## src/rtl/dot_matrix_scanner_if.sv

```systemverilog
// Interface between a frame producer and the dot-matrix scanner.
//   frame_in    : 64-bit pixel frame, bit 8*r+c is row r, column c (1 = lit)
//   frame_valid : frame_in is captured in this cycle
//   row         : row select pins (polarity set in the scanner)
//   col         : column pins for the selected row (polarity set in the scanner)
//   row_idx     : index of the row slot currently being scanned
//   frame_start : one-cycle pulse on the first blank cycle of row 0
// master = frame producer, slave = scanner.
interface dot_matrix_scanner_if;
    logic [63:0] frame_in;
    logic        frame_valid;
    logic [7:0]  row;
    logic [7:0]  col;
    logic [2:0]  row_idx;
    logic        frame_start;

    modport master (
        output frame_in,
        output frame_valid,
        input  row,
        input  col,
        input  row_idx,
        input  frame_start
    );

    modport slave (
        input  frame_in,
        input  frame_valid,
        output row,
        output col,
        output row_idx,
        output frame_start
    );
endinterface

```

## src/rtl/dot_matrix_scanner.sv

```systemverilog
// Row-multiplexed driver for an 8x8 LED matrix.
// Each row slot is ROW_PERIOD cycles: BLANK_CYCLES with every pin inactive, then the
// row is driven with its column data. Incoming frames land in a shadow buffer and are
// only swapped into the displayed buffer at the frame boundary, so a frame is never torn.
// Ports:
//   clk : system clock
//   rst : synchronous active-high reset
//   bus : dot_matrix_scanner_if.slave (frame_in/frame_valid in; row/col/row_idx/frame_start out)
// All outputs are registered and computed from next-state values, so they always match
// the scan state of the cycle in which they are visible.
module dot_matrix_scanner #(
    parameter int unsigned ROW_PERIOD     = 6250,
    parameter int unsigned BLANK_CYCLES   = 16,
    parameter bit          ROW_ACTIVE_LOW = 1'b1,
    parameter bit          COL_ACTIVE_LOW = 1'b0
) (
    input logic                  clk,
    input logic                  rst,
    dot_matrix_scanner_if.slave  bus
);

    localparam int unsigned      CNT_W     = (ROW_PERIOD > 1) ? $clog2(ROW_PERIOD) : 1;
    localparam logic [CNT_W-1:0] CNT_LAST  = CNT_W'(ROW_PERIOD - 1);
    localparam logic [CNT_W-1:0] CNT_BLANK = CNT_W'(BLANK_CYCLES);
    localparam logic [7:0]       ROW_OFF   = ROW_ACTIVE_LOW ? 8'hFF : 8'h00;
    localparam logic [7:0]       COL_OFF   = COL_ACTIVE_LOW ? 8'hFF : 8'h00;

    typedef enum logic {StBlank, StDrive} state_e;

    state_e           state_q, state_d;
    logic [CNT_W-1:0] cnt_q, cnt_d;
    logic [2:0]       idx_q, idx_d;
    // Low for exactly one cycle after reset; that cycle starts frame 0 without advancing.
    logic             run_q;
    logic [63:0]      shadow_q;
    logic             pending_q;
    logic [63:0]      active_q, active_d;
    logic             swap;
    logic [7:0]       row_sel;
    logic [7:0]       col_bits;

    always_comb begin
        state_d  = state_q;
        cnt_d    = cnt_q;
        idx_d    = idx_q;
        swap     = 1'b0;
        active_d = active_q;

        if (!run_q) begin
            state_d = StBlank;
            cnt_d   = '0;
            idx_d   = '0;
        end else if (cnt_q == CNT_LAST) begin
            state_d = StBlank;
            cnt_d   = '0;
            idx_d   = idx_q + 3'd1;
            swap    = (idx_q == 3'd7);
        end else begin
            cnt_d   = cnt_q + CNT_W'(1);
            state_d = (cnt_d >= CNT_BLANK) ? StDrive : StBlank;
        end

        // A frame arriving on the boundary edge bypasses the shadow buffer.
        if (swap) begin
            if (bus.frame_valid) begin
                active_d = bus.frame_in;
            end else if (pending_q) begin
                active_d = shadow_q;
            end
        end

        row_sel  = 8'h01 << idx_d;
        col_bits = active_d[{idx_d, 3'b000} +: 8];
    end

    always_ff @(posedge clk) begin
        if (rst) begin
            state_q         <= StBlank;
            cnt_q           <= '0;
            idx_q           <= '0;
            run_q           <= 1'b0;
            shadow_q        <= '0;
            pending_q       <= 1'b0;
            active_q        <= '0;
            bus.row         <= ROW_OFF;
            bus.col         <= COL_OFF;
            bus.row_idx     <= '0;
            bus.frame_start <= 1'b0;
        end else begin
            run_q    <= 1'b1;
            state_q  <= state_d;
            cnt_q    <= cnt_d;
            idx_q    <= idx_d;
            active_q <= active_d;

            if (bus.frame_valid) begin
                shadow_q  <= bus.frame_in;
                pending_q <= ~swap;
            end else if (swap) begin
                pending_q <= 1'b0;
            end

            bus.row_idx     <= idx_d;
            bus.frame_start <= (idx_d == 3'd0) && (cnt_d == '0);

            if (state_d == StDrive) begin
                bus.row <= ROW_ACTIVE_LOW ? ~row_sel : row_sel;
                bus.col <= COL_ACTIVE_LOW ? ~col_bits : col_bits;
            end else begin
                bus.row <= ROW_OFF;
                bus.col <= COL_OFF;
            end
        end
    end

endmodule

```

## src/flat_wrapper.sv

```systemverilog
// flat-port wrapper written by rule: the top's interface ports become plain ports
module dot_matrix_scanner_flat 
#(
    parameter int unsigned ROW_PERIOD     = 6250,
    parameter int unsigned BLANK_CYCLES   = 16,
    parameter bit          ROW_ACTIVE_LOW = 1'b1,
    parameter bit          COL_ACTIVE_LOW = 1'b0
)
  (clk, rst, bus_frame_in, bus_frame_valid, bus_row, bus_col, bus_row_idx, bus_frame_start);
  dot_matrix_scanner_if bus_i ();
  input logic clk;
  input logic rst;
  input wire logic [$bits(bus_i.frame_in)-1:0] bus_frame_in;
  input wire logic [$bits(bus_i.frame_valid)-1:0] bus_frame_valid;
  output wire logic [$bits(bus_i.row)-1:0] bus_row;
  output wire logic [$bits(bus_i.col)-1:0] bus_col;
  output wire logic [$bits(bus_i.row_idx)-1:0] bus_row_idx;
  output wire logic [$bits(bus_i.frame_start)-1:0] bus_frame_start;
  assign bus_i.frame_in = bus_frame_in;
  assign bus_i.frame_valid = bus_frame_valid;
  assign bus_row = bus_i.row;
  assign bus_col = bus_i.col;
  assign bus_row_idx = bus_i.row_idx;
  assign bus_frame_start = bus_i.frame_start;
  dot_matrix_scanner #(.ROW_PERIOD(ROW_PERIOD), .BLANK_CYCLES(BLANK_CYCLES), .ROW_ACTIVE_LOW(ROW_ACTIVE_LOW), .COL_ACTIVE_LOW(COL_ACTIVE_LOW)) u_core (.clk(clk), .rst(rst), .bus(bus_i));
endmodule
```

## config.mk

```make
export PLATFORM = sky130hd
export DESIGN_NAME = dot_matrix_scanner_flat
export DESIGN_NICKNAME = d
export VERILOG_FILES = /design/src/rtl/dot_matrix_scanner_if.sv /design/src/rtl/dot_matrix_scanner.sv /design/src/flat_wrapper.sv
export SDC_FILE = /design/constraint.sdc
export NUM_CORES = 1
export LEC_CHECK = 0
export CORE_MARGIN = 4
export CORE_UTILIZATION = 55
export DETAILED_ROUTE_END_ITERATION = 10
export GPL_ROUTABILITY_DRIVEN = 0
export PLACE_DENSITY_LB_ADDON = 0.3
export SLEW_MARGIN = 10
export SYNTH_ARGS = -nofsm -noshare
export SYNTH_HDL_FRONTEND = slang
export SYNTH_SLANG_ARGS = --single-unit
```

## constraint.sdc

```tcl
create_clock -name clk -period 6.1 [get_ports clk]
set_input_delay 1.22 -clock clk [delete_from_list [all_inputs] [get_ports clk]]
set_output_delay 1.22 -clock clk [all_outputs]
set_load 0.1 [all_outputs]
```

### After elaboration in Yosys (flattened, before gate mapping)

Index checks and enable logic that the tools add are counted.

| cells by class | value |
|---|---|
| add/subtract/negate cells | 2 |
| $lt $le $gt $ge | 1 |
| eq/ne operators | 2 |
| shifts and indexed selects | 2 |
| muxes and demuxes | 15 |
| bitwise gates (word level) | 3 |
| reductions and logical operators | 5 |

Operators with widths:

| operator | number |
|---|---|
| $mux 64 | 3 |
| $shiftx 64x7->8 | 1 |
| $mux 13 | 2 |
| $add 13x1->13 const B | 1 |
| $eq 13x13->1 const B | 1 |
| $ge 13x5->1 const B | 1 |
| $logic_not 13->1 | 1 |
| $mux 1 | 8 |
| $not 8->8 | 1 |
| $shl 1x3->8 const A | 1 |
| $mux 3 | 2 |
| $add 3x1->3 const B | 1 |
| $eq 3x3->1 const B | 1 |
| $logic_not 3->1 | 1 |
| $not 1->1 | 2 |
| $reduce_bool 2->1 | 1 |
| $reduce_or 2->1 | 1 |
| $logic_and 1x1->1 | 1 |

| word-level totals | value |
|---|---|
| flip-flop bits (word level) | 163 |
| input bits | 67 |
| output and inout port bits | 20 |
| word-level logic and storage cells | 39 |

### Depth between registers and ports, before layout

Gate-level depths: netlist (run 1).

| logic depth | value |
|---|---|
| depth in word-level cells | 7 |
| gate-level depth with buffers | 11 |
| depth with buffers taken out | 9 |

### Worst setup path after synthesis (run 1)

Ideal clock, no wire load.

| timing path | value |
|---|---|
| kind | in2reg |
| start point | input port bus_frame_valid |
| end point | register u_core.shadow_q[10] |
| setup time | 0.128 ns |
| data arrival time | 3.083 ns |
| data required time | 5.972 ns |
| path slack | 2.889 ns |
| stages | 7 |
| buffers on the path | 5 |
| cell sequence | clkbuf_1 clkbuf_1 clkbuf_1 clkbuf_1 buf_1 mux2i_1 nor2_1 |

RTL lines:

| element | RTL line | text |
|---|---|---|
| start, declared | flat_wrapper.sv:14 | `input wire logic [$bits(bus_i.frame_valid)-1:0] bus_frame_valid;` |
| end signal, assigned | dot_matrix_scanner.sv:97 | `shadow_q <= bus.frame_in;` |
| end, declared | dot_matrix_scanner.sv:35 | `logic [63:0] shadow_q;` |

### Worst setup path after layout (run 1)

| timing path | value |
|---|---|
| start point | input port bus_frame_valid |
| end point | register u_core.bus.col[7] |

| between the ends | value |
|---|---|
| word-level cells in the longest chain between the ends | 3 |

Ends and longest elaborated chain:

| element | RTL line | text |
|---|---|---|
| $mux 64 | dot_matrix_scanner.sv:65 | `if (bus.frame_valid) begin` |
| $mux 64 | dot_matrix_scanner.sv:64 | `if (swap) begin` |
| $shiftx 64x7->8 | dot_matrix_scanner.sv:73 | `col_bits = active_d[{idx_d, 3'b000} +: 8];` |
| end signal, assigned | dot_matrix_scanner.sv:108 | `bus.col <= COL_ACTIVE_LOW ? ~col_bits : col_bits;` |
| end, declared | dot_matrix_scanner_if.sv:30 | `output col,` |

Every way passes these cells.
A chain may end at the register's enable or synchronous reset.

==> results of run 1 <==
Yosys cell counts (8+ instances only):
cell      count  share of area (%)
nand3_1      34                2.3
buf_1         9               0.45
o22ai_1      16                1.3
a22oi_1      29                2.9
dfxtp_1     163                 43
a31oi_1      30                2.5
o21ai_1       9               0.60
nand2_1      22                1.1
o21ai_0      19                1.3
a22o_1       11                1.3
nor2_1      125                6.2
a21oi_1      34                2.3
a221oi_1     42                4.9
inv_1         9               0.45
nand2b_1     26                2.2
nor2b_1      32                2.7
and2_1       29                2.4
xnor2_1       8               0.93
clkbuf_1     46                2.3
mux2i_1      66                8.8
buf_2        10               0.67
power by group through the flow:
stage,logic [uW],clock network (uW),registers [uW]
after detailed placement,139,0,1140
after floorplan,84.0,0,1130
after global placement,135,0,1140
after CTS,140,999,1120
after global routing,152,1050,1120
final,140,992,1120
flip-flops by register name (all words and copies together) (netlist names):
register,count
u_core.active_q,64
u_core.shadow_q,64
u_core.cnt_q,13
u_core.bus.col,8
u_core.bus.row,8
u_core.bus.row_idx,3
u_core.bus.frame_start,1
u_core.pending_q,1
u_core.run_q,1
path summary, 6_finish.rpt:
path              cells past startpoint             endpoint                 from  slack (ns)
setup / recovery                      8    u_core.bus.col[7]      bus_frame_valid        2.29
hold / removal                        2  u_core.shadow_q[17]  u_core.shadow_q[17]        0.50
setup reg to reg                      6    u_core.bus.col[2]      u_core.cnt_q[9]        2.65
hold reg to reg                       2  u_core.shadow_q[17]  u_core.shadow_q[17]        0.50
worst min-delay path, delay by kind of cell (launching register included):
| family | cells | cell delay, ns |
|---|---|---|
| simple gates | 1 | 0.07 |
| flops | 1 | 0.33 |
| mux | 1 | 0.06 |
final cells by class:
cell class / count / area (um^2) / area share, %
Clock inverter: 4 / 48.8 / 0.553
Clock buffer: 26 / 489 / 5.54
Sequential cell: 163 / 3270 / 37.0
Timing Repair Buffer: 90 / 886 / 10.0
Inverter: 9 / 33.8 / 0.383
Tap cell: 176 / 220 / 2.49
Multi-Input combinational cell: 599 / 3880 / 44.0
through the flow:
| step | instance area (um^2) | hold slack, ns | utilization [%] |
|---|---|---|---|
| floorplan | 7530 | 0.456 | - |
| global placement | 8290 | 0.473 | 62.3 |
| detailed placement | 8290 | 0.480 | 62.3 |
| CTS | 8830 | 0.496 | 66.4 |
| global route | 8830 | 0.514 | 66.4 |
| finish | 8830 | 0.495 | 66.4 |
cell families after synthesis:
family / synth area share [%]
compound gates: 19.8
xor+xnor: 1.75
fa+ha+maj: 0.665
buf+inv: 5.05
flops: 43.4
mux: 9.38
simple gates: 20.0
routing by layer:
| layer | up-vias | GRT usage (%) | routed length, um | share of wire, % |
|---|---|---|---|---|
| met5 | - | 0 | 0 | 0 |
| met4 | 0 | 9.12 | 462 | 2.4 |
| met3 | 45 | 6.87 | 1270 | 6.5 |
| met2 | 253 | 38.3 | 9130 | 47 |
| met1 | 3213 | 33.2 | 8720 | 45 |
| li1 | 3122 | - | - | - |
==> results by group, run 1 <==
Route
  – Vias per cell: between 6 and 7
  – DRC errors left: 0
  – Total Wirelength: just under 20,000 um
  – DRT Pass-1 Iters: 7
  – Drt initial violations: 708
  – Final ANT Viol Nets: 0
  – Total number of vias: 6,633
  – WL/cell: approximately 18 um

Layout
  – Commonest non-fill, non-tap cell in the layout: dfxtp_1
  – ANT cells: 0
  – Area Growth Syn to Fin: 17.3%
  – # nets final: 951
  – Share of cells above drive strength 1: about 4.5%
  – Final cell count without fillers: 1,067
  – Fill cells: about 1,100
  – Most frequent cells in the layout: dfxtp_1 (162), nor2_1 (125), clkdlybuf4s50_1 (84), mux2i_1 (66), a221oi_1 (42)

Clock tree
  – Worst-path clk slew: 0.06 ns
  – Max clock buf depth: 2
  – CTS buffer count: 17
  – Post-CTS Resized: 0
  – CTS root buffer: clkbuf_16
  – Clock Latency Late Sink: between 0.4 and 0.5 ns
  – Hold_buf cts: 0
  – TritonCTS clock tree: done
  – # clock sinks: approximately 160
  – H-Tree Level Count: 4
  – Setup bufs post-CTS: 0

Logic synthesis
  – Warnings, synthesis: 0
  – Distinct cells, synth: 56
  – Syn_area_per_cell: around 9 um^2
  – Asr flop ratio synth: 0%
  – Post-synth net total: around 920
  – Netlist Area Pre-Place: between 7000 and 8000 um^2
  – Top_reg_cell synth: dfxtp_1
  – Register area share after synthesis: a little over two fifths
  – Yosys reg bits: approximately 160
  – Post-synth EDFFs: 0
  – Post-Syn Instances: ~850

Power and ir drop
  – P_sw: 501 uW
  – Int Pwr: between 1500 and 2000 uW
  – Combinational share of power: around 6.2%
  – Design Power: 2250 uW
  – Pwr dens: between 200 and 300 nW/um^2
  – LEAKAGE: between 0.003 and 0.004 uW
  – Reg power frac: between 40% and 50%
  – Switching Fraction: 22.2%
  – Clock share of power: 44.0%
  – VDD IR max: ~190 uV

Floorplanning
  – Die Y: 125 um
  – Row count: 42
  – DIE WIDTH: 125 um
  – Num ports: 87
  – Total core area: approximately 13,000 um^2
  – Initial Util: between 50 and 60%
  – Die Area: approximately 16,000 um^2

Timing
  – Tcrit/Tclk final: between 60% and 70%
  – Slew @ Worst Pin: around 1.2 ns
  – Relative max-transition margin: between 20% and 30%
  – Setup Skew: 0.00851 ns
  – FMAX: about 260 MHz
  – Final worst setup slack: between 2 and 2.5 ns
  – Max-slew violation count: 0
  – TNS Setup: 0 ns
  – Unrepaired setup endpoints after global routing: false
  – Min Tclk post-route: ~3.8 ns
  – Final hold violation count: 0
  – Final setup vio count: 0

Worst setup path
  – CP delay by family, top: buffers and inverters
  – Crit path launch type: primary input
  – Critical Path AT: roughly 4.1 ns
  – CP max stage cell: buf_4
  – WP buf/inv: 2
  – Worst endpoint required time: between 6 and 7 ns
  – Worst Path Max Fanout: 76
  – CP Class: primary input to register
  – Crit. End Element: register
  – Critical path cell sequence: buf_4, buf_4, nor2b_1, a32o_1, a221oi_1, mux4_2, nor2b_1, nor3_1
  – Critical Path Max Stage Delay: roughly 0.9 ns

Job
  – Max-cap check violation count: 0

Min path
  – Hold crit path type: register to register

Place
  – Final HPWL DP: between 10,000 and 15,000 um
  – Port Buffers: 86
  – Placed Cells: 1,037
  – Dpl ws: ~2.0 ns

Global route
  – Initial antenna violation count: 0
  – GRT Util Overall: ~25%
  – Vias in the first global route: 6,389
  – Grt ovf: 0
  – Largest net degree at the start of global routing: approximately 120
  – First-pass GRT wire length: roughly 32,000 um

Outcome
  – Status: finished, final reports clean
Note: power is estimated with default switching activity, not from simulation.
==> run 2: changes to the inputs <==
- clock period: 6.1 -> 3.52 ns (I/O delays scaled with it)
==> run 2 against run 1 <==
Clock skew about the same. Worst setup slack worse by 2.0 ns. Global-route usage up 1.1 points. Sequential share of layout area down 1.1 points. First-iteration DRC count up 30%. Critical path type is now register to register. Largest cell class unchanged. Largest power group is now the clock network.
==> results by group, run 2 (synthesis gave the netlist of run 1 again) <==
Timing
  – Unrepaired setup endpoints after global routing: false
  – Tcrit/Tclk final: between 90% and 100%
  – Max-slew violation count: 0 (unchanged)
  – Final setup vio count: 0 (unchanged)
  – Setup Skew: 0.00812 ns (-0.000391 ns)
  – Final worst setup slack: 0.321 ns (-1.97 ns)
  – TNS Setup: 0 ns (unchanged)
  – FMAX: ~310 MHz
  – Slew @ Worst Pin: 1.17 ns (+0.0185 ns)
  – Min Tclk post-route: approximately 3.2 ns
  – Final hold violation count: 0 (unchanged)
  – Relative max-transition margin: 21.7% (-1.2 points)

Clock tree
  – Max clock buf depth: 2 (unchanged)
  – TritonCTS clock tree: done
  – Setup bufs post-CTS: 0 (unchanged)
  – Hold_buf cts: 0 (unchanged)
  – CTS buffer count: 17 (unchanged)
  – Post-CTS Resized: 0 (unchanged)
  – H-Tree Level Count: 4 (unchanged)
  – Clock Latency Late Sink: 0.43 ns (about the same)
  – CTS root buffer: clkbuf_16
  – Worst-path clk slew: 0.06 ns (about the same)
  – # clock sinks: 163 (unchanged)

Layout
  – Most frequent cells in the layout: dfxtp_1 (162), nor2_1 (125), clkdlybuf4s50_1 (83), mux2i_1 (66), a221oi_1 (42)
  – Share of cells above drive strength 1: 7.05% (+2.6 points)
  – Multi-input logic area: 3880 um^2 (unchanged)
  – Register Area: 3270 um^2 (unchanged)
  – Commonest non-fill, non-tap cell in the layout: dfxtp_1
  – Area Growth Syn to Fin: 20.7%
  – Largest regs: u_core.active_q: 64 flops, u_core.shadow_q: 64 flops, u_core.cnt_q: 13 flops
  – # nets final: 966 (+1.6%)
  – Fill cells: 1,029 (-3.3%)
  – ANT cells: 0 (unchanged)

Route
  – Total number of vias: 6,756 (+1.9%)
  – Vias per cell: 6.23 (+0.26%)
  – Drt initial violations: 922 (+30%)
  – Total Wirelength: 20,500 um (+4.6%)
  – DRC errors left: 0 (unchanged)
  – DRT Pass-1 Iters: 5 (-2)
  – Final ANT Viol Nets: 0 (unchanged)
  – WL/cell: 18.9 um (+3.0%)

Min path
  – Hold Startpoint: u_core.shadow_q[5]
  – Hold crit path type: register to register
  – Hold Path Cell Cnt: 2 (unchanged)
  – Hold Crit Endpoint: u_core.shadow_q[5]

Global route
  – Largest net degree at the start of global routing: 107 (-12%)
  – First-pass GRT wire length: 33,300 um (+3.5%)
  – Grt ovf: 0 (unchanged)
  – Vias in the first global route: 6,486 (+1.5%)
  – GRT Util Overall: 25.8% (+1.1 points)
  – Initial antenna violation count: 0 (unchanged)

Power and ir drop
  – LEAKAGE: 0.00341 uW (+4.4%)
  – Pwr dens: 463 nW/um^2 (+81%)
  – VDD IR max: 348 uV (+84%)

Outcome
  – Status: finished, final reports clean

Floorplanning
  – Die Y: 125 um (unchanged)
  – Row count: 42 (unchanged)
  – DIE WIDTH: 125 um (unchanged)
  – Num ports: 87 (unchanged)
  – Die Area: 15,600 um^2 (unchanged)
  – Total core area: 13,300 um^2 (unchanged)
  – Initial Util: 56.6% (unchanged)

Place
  – Port Buffers: 86 (unchanged)
  – Final HPWL DP: 13,100 um (+8.6%)
  – Dpl ws: 0.434 ns (-1.57 ns)

Worst setup path
  – Worst Path Max Fanout: 63 (-17%)
  – Worst reg2reg setup slack: 0.32 ns (-2.33 ns)
  – Reg2Reg Launch Point: u_core.cnt_q[8]
  – Crit path launch type: register
  – Critical Path AT: 3.52 ns (-0.58 ns)
  – Crit. End Element: register
  – Worst endpoint required time: 3.84 ns (-2.55 ns)
  – Reg2Reg Depth: 8 (+2)
  – CP Class: register to register
  – R2r endpoint: u_core.bus.col[4]

Job
  – Max-cap check violation count: 0 (unchanged)
[run 2: changes by cell type in the layout (fill, tap and decap cells not counted), sizes merged]
cell           before  now
clkinvlp            0    1
clkinv              2    4
clkdlybuf4s50      84   83
buf                 6   22
bufinv              1    3
clkbuf             26   24
inv                10    9
[run 2: worst max path at each step]
stage | cells past startpoint | slack (ns) | to | startpoint
after global routing | 8 | 0.22 | u_core.bus.col[4] | u_core.cnt_q[9]
after detailed placement | 8 | 0.43 | u_core.bus.col[4] | u_core.cnt_q[9]
final | 8 | 0.32 | u_core.bus.col[4] | u_core.cnt_q[8]
after floorplan | 9 | 0.48 | u_core.bus.col[5] | u_core.bus.row_idx[1]
after global placement | 5 | 0.49 | u_core.bus.col[0] | u_core.cnt_q[9]
after CTS | 8 | 0.37 | u_core.bus.col[4] | u_core.cnt_q[9]
[run 2: layout make-up]
class / count / share of cell area (%)
clock buffers: 24 / 5.87
flip-flops and latches: 163 / 35.9
repair buffers: 105 / 11.4
inverters: 9 / 0.372
well taps: 176 / 2.42
multi-input cells: 599 / 42.7
clock inverters: 8 / 1.29
[run 2: layer usage]
metal | global-route usage, % | wire, um | vias to the layer above
met5 | 0 | 0 | -
met4 | 9.50 | 414 | 0
met1 | 34.3 | 8930 | 3261
met3 | 5.67 | 1380 | 33
li1 | - | - | 3158
met2 | 41.4 | 9760 | 304
[run 2: power breakdown]
group / internal, uW / switching (uW)
clock: 1270 / 739
combinational: 129 / 139
sequential: 1890 / 38.0
total: 3290 / 916
[run 2: worst max-delay path: stages (launching register included)]
cell and delay (ns):
dfxtp_1 0.38, or4b_1 0.56, or4_4 0.89, buf_4 0.29, a22oi_1 0.19, o21ai_0 0.14, o22ai_1 0.25, a221oi_1 0.11
a22o_1 0.26
[run 2: metrics by stage]
step                area [um^2]  power (uW)  cells  util, %  hold slack (ns)
floorplan                  7530        2100    845        -            0.456
global placement           8440        2220   1052     63.5            0.471
detailed placement         8440        2230   1052     63.5            0.483
CTS                        9090        4210   1084     68.4            0.499
global route               9090        4330   1084     68.4            0.524
finish                     9090        4200   1084     68.4            0.494
==> run 3: changes to the inputs <==
- CORE_MARGIN: 4 -> 2
==> run 3 against run 2 <==
Final cell count shrank 0.28%. Largest power group is now registers. Largest cell class unchanged. Critical endpoint is now u_core.bus.col[5]. Clock power shrank 4%. Fmax shrank 4.5%. Sequential share of layout area grew 0.19 points. Combinational power shrank 3%.
==> results by group, run 3 (synthesis gave the netlist of run 1 again) <==
Outcome
  – Status: finished, final reports clean

Route
  – Vias per cell: 6.18 (-0.91%)
  – Drt initial violations: 739 (-20%)
  – DRC errors left: 0 (unchanged)
  – Final ANT Viol Nets: 0 (unchanged)
  – Total Wirelength: 19,700 um (-4.0%)
  – Total number of vias: 6,676 (-1.2%)
  – DRT Pass-1 Iters: 6 (+1)
  – WL/cell: 18.2 um (-3.7%)

Global route
  – Largest net degree at the start of global routing: 107 (unchanged)
  – Initial antenna violation count: 1 (+1)
  – First-pass GRT wire length: 31,600 um (-5.0%)
  – GRT Util Overall: 27.5% (+1.7 points)
  – Grt ovf: 0 (unchanged)
  – Vias in the first global route: 6,319 (-2.6%)

Clock tree
  – Worst-path clk slew: 0.06 ns (about the same)
  – Setup bufs post-CTS: 0 (unchanged)
  – H-Tree Level Count: 4 (unchanged)
  – CTS root buffer: clkbuf_16
  – Post-CTS Resized: 0 (unchanged)
  – TritonCTS clock tree: done
  – CTS buffer count: 17 (unchanged)
  – Hold_buf cts: 0 (unchanged)
  – # clock sinks: 163 (unchanged)
  – Max clock buf depth: 2 (unchanged)
  – Clock Latency Late Sink: 0.44 ns (about the same)

Worst setup path
  – CP max stage cell: or4_4
  – Reg2Reg Depth: 8 (unchanged)
  – R2r endpoint: u_core.bus.col[5]
  – Worst endpoint required time: 3.85 ns (about the same)
  – Worst Path Max Fanout: 24 (-62%)
  – Crit. End Element: register
  – Critical Path AT: 3.68 ns (+0.16 ns)
  – Crit path launch type: register
  – Critical path cell sequence: or4b_1, or4_4, buf_4, a22oi_1, o21ai_0, o22ai_1, a221oi_1, a22o_1
  – CP Class: register to register
  – Reg2Reg Launch Point: u_core.cnt_q[9]
  – Worst reg2reg setup slack: 0.17 ns (-0.15 ns)
  – Critical Path Max Stage Delay: 0.77 ns (-0.12 ns)
  – Worst setup startpoint: u_core.cnt_q[9]

Floorplanning
  – DIE WIDTH: 121 um (-3.2%)
  – Row count: 42 (unchanged)
  – Initial Util: 56.6% (unchanged)
  – Die Area: 14,600 um^2 (-6.3%)
  – Total core area: 13,300 um^2 (unchanged)
  – Die Y: 121 um (-3.2%)
  – Num ports: 87 (unchanged)

Timing
  – Relative max-transition margin: 24.2% (+2.5 points)
  – Unrepaired setup endpoints after global routing: false
  – Max-slew violation count: 0 (unchanged)
  – FMAX: 299 MHz (-4.5%)
  – Slew @ Worst Pin: 1.14 ns (-0.0376 ns)
  – Tcrit/Tclk final: 95.1% (+4.3 points)
  – Min Tclk post-route: 3.35 ns (+0.150 ns)
  – TNS Setup: 0 ns (unchanged)
  – Final setup vio count: 0 (unchanged)
  – Final worst setup slack: 0.172 ns (-0.150 ns)
  – Final hold slack: 0.494 ns (+0.000633 ns)
  – Final hold violation count: 0 (unchanged)
  – Setup Skew: 0.00944 ns (+0.00132 ns)

Layout
  – Commonest non-fill, non-tap cell in the layout: dfxtp_1
  – Share of cells above drive strength 1: 6.08% (-0.96 points)
  – Most frequent cells in the layout: dfxtp_1 (162), nor2_1 (125), clkdlybuf4s50_1 (84), mux2i_1 (66), a221oi_1 (42)
  – # nets final: 963 (-0.31%)
  – Area Growth Syn to Fin: 20.1%
  – Cell area after layout: 9040 um^2 (-0.54%)
  – Util after Layout: 68.0% (-0.37 points)
  – Largest regs: u_core.active_q: 64 flops, u_core.shadow_q: 64 flops, u_core.cnt_q: 13 flops

Min path
  – Hold Path Cell Cnt: 2 (unchanged)
  – Hold Crit Endpoint: u_core.shadow_q[16]
  – Hold Startpoint: u_core.shadow_q[16]
  – Hold crit path type: register to register

Place
  – Dpl ws: 0.251 ns (-0.182 ns)
  – Port Buffers: 86 (unchanged)
  – Final HPWL DP: 12,800 um (-2.4%)
  – Placed cell area: 8430 um^2 (about the same)

Power and ir drop
  – Pwr dens: 456 nW/um^2 (-1.4%)
  – VDD IR max: 337 uV (-3.2%)
  – LEAKAGE: 0.00337 uW (-1.0%)

Job
  – Max-cap check violation count: 0 (unchanged)
==> run 3: critical path: cells and delay by family, from the launching register on <==
family	cells	cell delay [ns]
AOI/OAI and AO/OA	5	1.10
buffers and inverters	1	0.25
DFF	1	0.37
and+or+nand+nor	2	1.50
==> run 3: where the power goes <==
group	internal [uW]	switching, uW
combinational	128	133
clock	1200	727
sequential	1890	42.4
==> run 3: how the worst max path moves through the flow <==
stage,slack [ns],end,cells after the start
finish,0.17,u_core.bus.col[5],8
global route,0.04,u_core.bus.col[5],8
CTS,0.23,u_core.bus.col[5],8
detailed placement,0.25,u_core.bus.col[5],8
global placement,0.30,u_core.bus.col[5],8
floorplan,0.48,u_core.bus.col[5],9
==> run 3: area by class of cell <==
type / count / area [um^2]
fillers: 1044 / 4260
multi-input cells: 599 / 3880
flip-flops and latches: 163 / 3270
repair buffers: 102 / 1030
clock buffers: 22 / 454
well taps: 176 / 220
clock inverters: 9 / 153
inverters: 9 / 33.8
diodes: 1 / 2.50
==> run 3: routing by layer <==
metal	track usage, %	vias up	wire length, um
li1	-	3152	-
met1	36.3	3249	8550
met2	44.0	245	9390
met3	6.53	30	1400
met4	9.88	0	337
met5	0	-	0
==> run 3: through the flow <==
step | instances | power [uW]
6_report | 1081 | 4120
4_1_cts | 1080 | 4130
3_3_place_gp | 1049 | 2220
2_1_floorplan | 845 | 2100
5_1_grt | 1080 | 4250
3_5_place_dp | 1049 | 2230
==> RTL change (settings of run 2) <==
`COL_ACTIVE_LOW` is set to 1'b0 in 2 places; all go to 1'b1.
--- a/src/rtl/dot_matrix_scanner.sv
+++ b/src/rtl/dot_matrix_scanner.sv
@@ -12,7 +12,7 @@
     parameter int unsigned ROW_PERIOD     = 6250,
     parameter int unsigned BLANK_CYCLES   = 16,
     parameter bit          ROW_ACTIVE_LOW = 1'b1,
-    parameter bit          COL_ACTIVE_LOW = 1'b0
+    parameter bit          COL_ACTIVE_LOW = 1'b1
 ) (
     input logic                  clk,
     input logic                  rst,
--- a/src/flat_wrapper.sv
+++ b/src/flat_wrapper.sv
@@ -4,7 +4,7 @@
     parameter int unsigned ROW_PERIOD     = 6250,
     parameter int unsigned BLANK_CYCLES   = 16,
     parameter bit          ROW_ACTIVE_LOW = 1'b1,
-    parameter bit          COL_ACTIVE_LOW = 1'b0
+    parameter bit          COL_ACTIVE_LOW = 1'b1
 )
   (clk, rst, bus_frame_in, bus_frame_valid, bus_row, bus_col, bus_row_idx, bus_frame_start);
   dot_matrix_scanner_if bus_i ();
Behaviour: not the same (a bounded check fails within 4 cycles, from zero or initial values and one cycle with rst high).
==> RTL change against run 2 <==
Routed wire length is 6.5% lower; synthesized area is 6.3% lower; clock skew increased by 0.0010 ns; worst setup slack got worse by 0.080 ns; final cell count shrank 13%; sequential cell count unchanged; total power down 3.9%; clock power is 8% lower; sequential share of layout area increased by 2.1 points; global-route usage increased by 0.17 points; design area down 5.6%; critical path type unchanged; critical endpoint is now u_core.bus.col[3]$_SDFF_PP1_; highest routed layer unchanged.
==> RTL change: results (changes against run 2) <==
| Metric | Value |
|---|---|
| Status | completed |
| Fillers | 974 (-5.3%) |
| GRT Util Overall | 26.0% (+0.17 points) |
| Final wirelength | 19200 um (-6.5%) |
| Synth top area share | 46.3% (+2.9 points) |
| DP Cell Count | 920 (-13%) |
| Part of the power in registers | 47.5% (+1.6 points) |
| Worst-Margin Slew | 1.08 ns (-0.0936 ns) |
| Largest net degree at the start of global routing | 102 (-4.7%) |
| Hold WS | 0.494 ns (+0.000455 ns) |
| Count of cell types in the netlist | 48 (-14%) |
| Post-Layout Cell Count | 947 (-13%) |
| Crit path arrival time | 3.62 ns (+0.10 ns) |
| Post-route cell area | 0.00858 sq mm (-5.6%) |
| Mapped Cells | 715 (-15%) |
| Share of post-route cells with drive strength above 1 | 7.48% (+0.44 points) |
| Dominant cells by area after synthesis | dfxtp_1 (46%), a32o_1 (9.1%), mux2i_1 (8.8%), nor2_1 (6.5%), a221oi_1 (6.1%) |
| Reg2reg setup slack | 0.24 ns (-0.08 ns) |
| Synth top cells by count | dfxtp_1 (163), nor2_1 (123), a32o_1 (64), mux2i_1 (62), a221oi_1 (49) |
| Reg2reg start | u_core.cnt_q[7]$_SDFF_PP0_ |
| Leak | 3.27 nW (-4.2%) |
| Sequential area share after synthesis | 46.3% (+2.9 points) |
| Power Clock | 1.85 mW (-8%) |
| Hold endpoint | u_core.shadow_q[8]$_SDFFE_PP0P_ |
| Hpwl dp | 12200 um (-6.8%) |
| Int Pwr | 3.18 mW (-3.2%) |
| DP Area | 0.00799 sq mm (-5.3%) |
| Crit Reg-Reg Endpoint | u_core.bus.col[3]$_SDFF_PP1_ |
| CP peak stage delay | 0.58 ns (-0.31 ns) |
| Synthesized net count | 786 (-14%) |
| Via/cell ratio | 6.58 (+5.6%) |
| Hold Startpoint | u_core.shadow_q[8]$_SDFFE_PP0P_ |
| Maximum vdd drop | 333 uV (-4.2%) |
## RTL change: kinds of logic after synthesis
family / synth area share, %
fa+ha+maj: 0.710
mux: 9.17
xor+xnor: 1.61
compound gates: 23.3
buf+inv: 4.67
flops: 46.3
simple gates: 14.3
## RTL change: how the worst max path moves through the flow
stage                                              end                        startpoint  slack, ns  cells past startpoint
after global placement    u_core.bus.col[2]$_SDFF_PP1_        u_core.cnt_q[7]$_SDFF_PP0_       0.48                      8
after CTS                 u_core.bus.col[3]$_SDFF_PP1_        u_core.cnt_q[7]$_SDFF_PP0_       0.33                      8
after global routing      u_core.bus.col[3]$_SDFF_PP1_        u_core.cnt_q[7]$_SDFF_PP0_       0.06                      8
after floorplan           u_core.bus.col[3]$_SDFF_PP1_  u_core.bus.row_idx[0]$_SDFF_PP0_       0.56                     11
after detailed placement  u_core.bus.col[3]$_SDFF_PP1_        u_core.cnt_q[7]$_SDFF_PP0_       0.34                      8
final                     u_core.bus.col[3]$_SDFF_PP1_        u_core.cnt_q[7]$_SDFF_PP0_       0.24                      8
## RTL change: cell type report
class                      instances  share of cell area (%)
multi-input combinational        478                    40.6
sequential                       163                    38.1
inverter                           4                   0.175
timing repair buffer             103                    11.8
clock buffer                      21                    5.60
tap                              172                    2.51
clock inverter                     6                    1.23
## RTL change: per-layer routing
metal  wire length, um  track usage, %  vias to the layer above  share of wire (%)
met4               398            9.59                        0                2.1
li1                  -               -                     2815                  -
met5                 0               0                        -                  0
met3              1760            5.97                       35                9.2
met2              8870            40.6                      347                 46
met1              8130            35.2                     3033                 42
## RTL change: critical path, delay by kind of cell (launching register included)
family | cells | cell delay, ns
AO/OA/AOI/OAI | 3 | 0.62
flip-flops | 1 | 0.37
buffers and inverters | 1 | 0.28
multiplexers | 1 | 0.51
AND/OR/NAND/NOR | 3 | 1.41
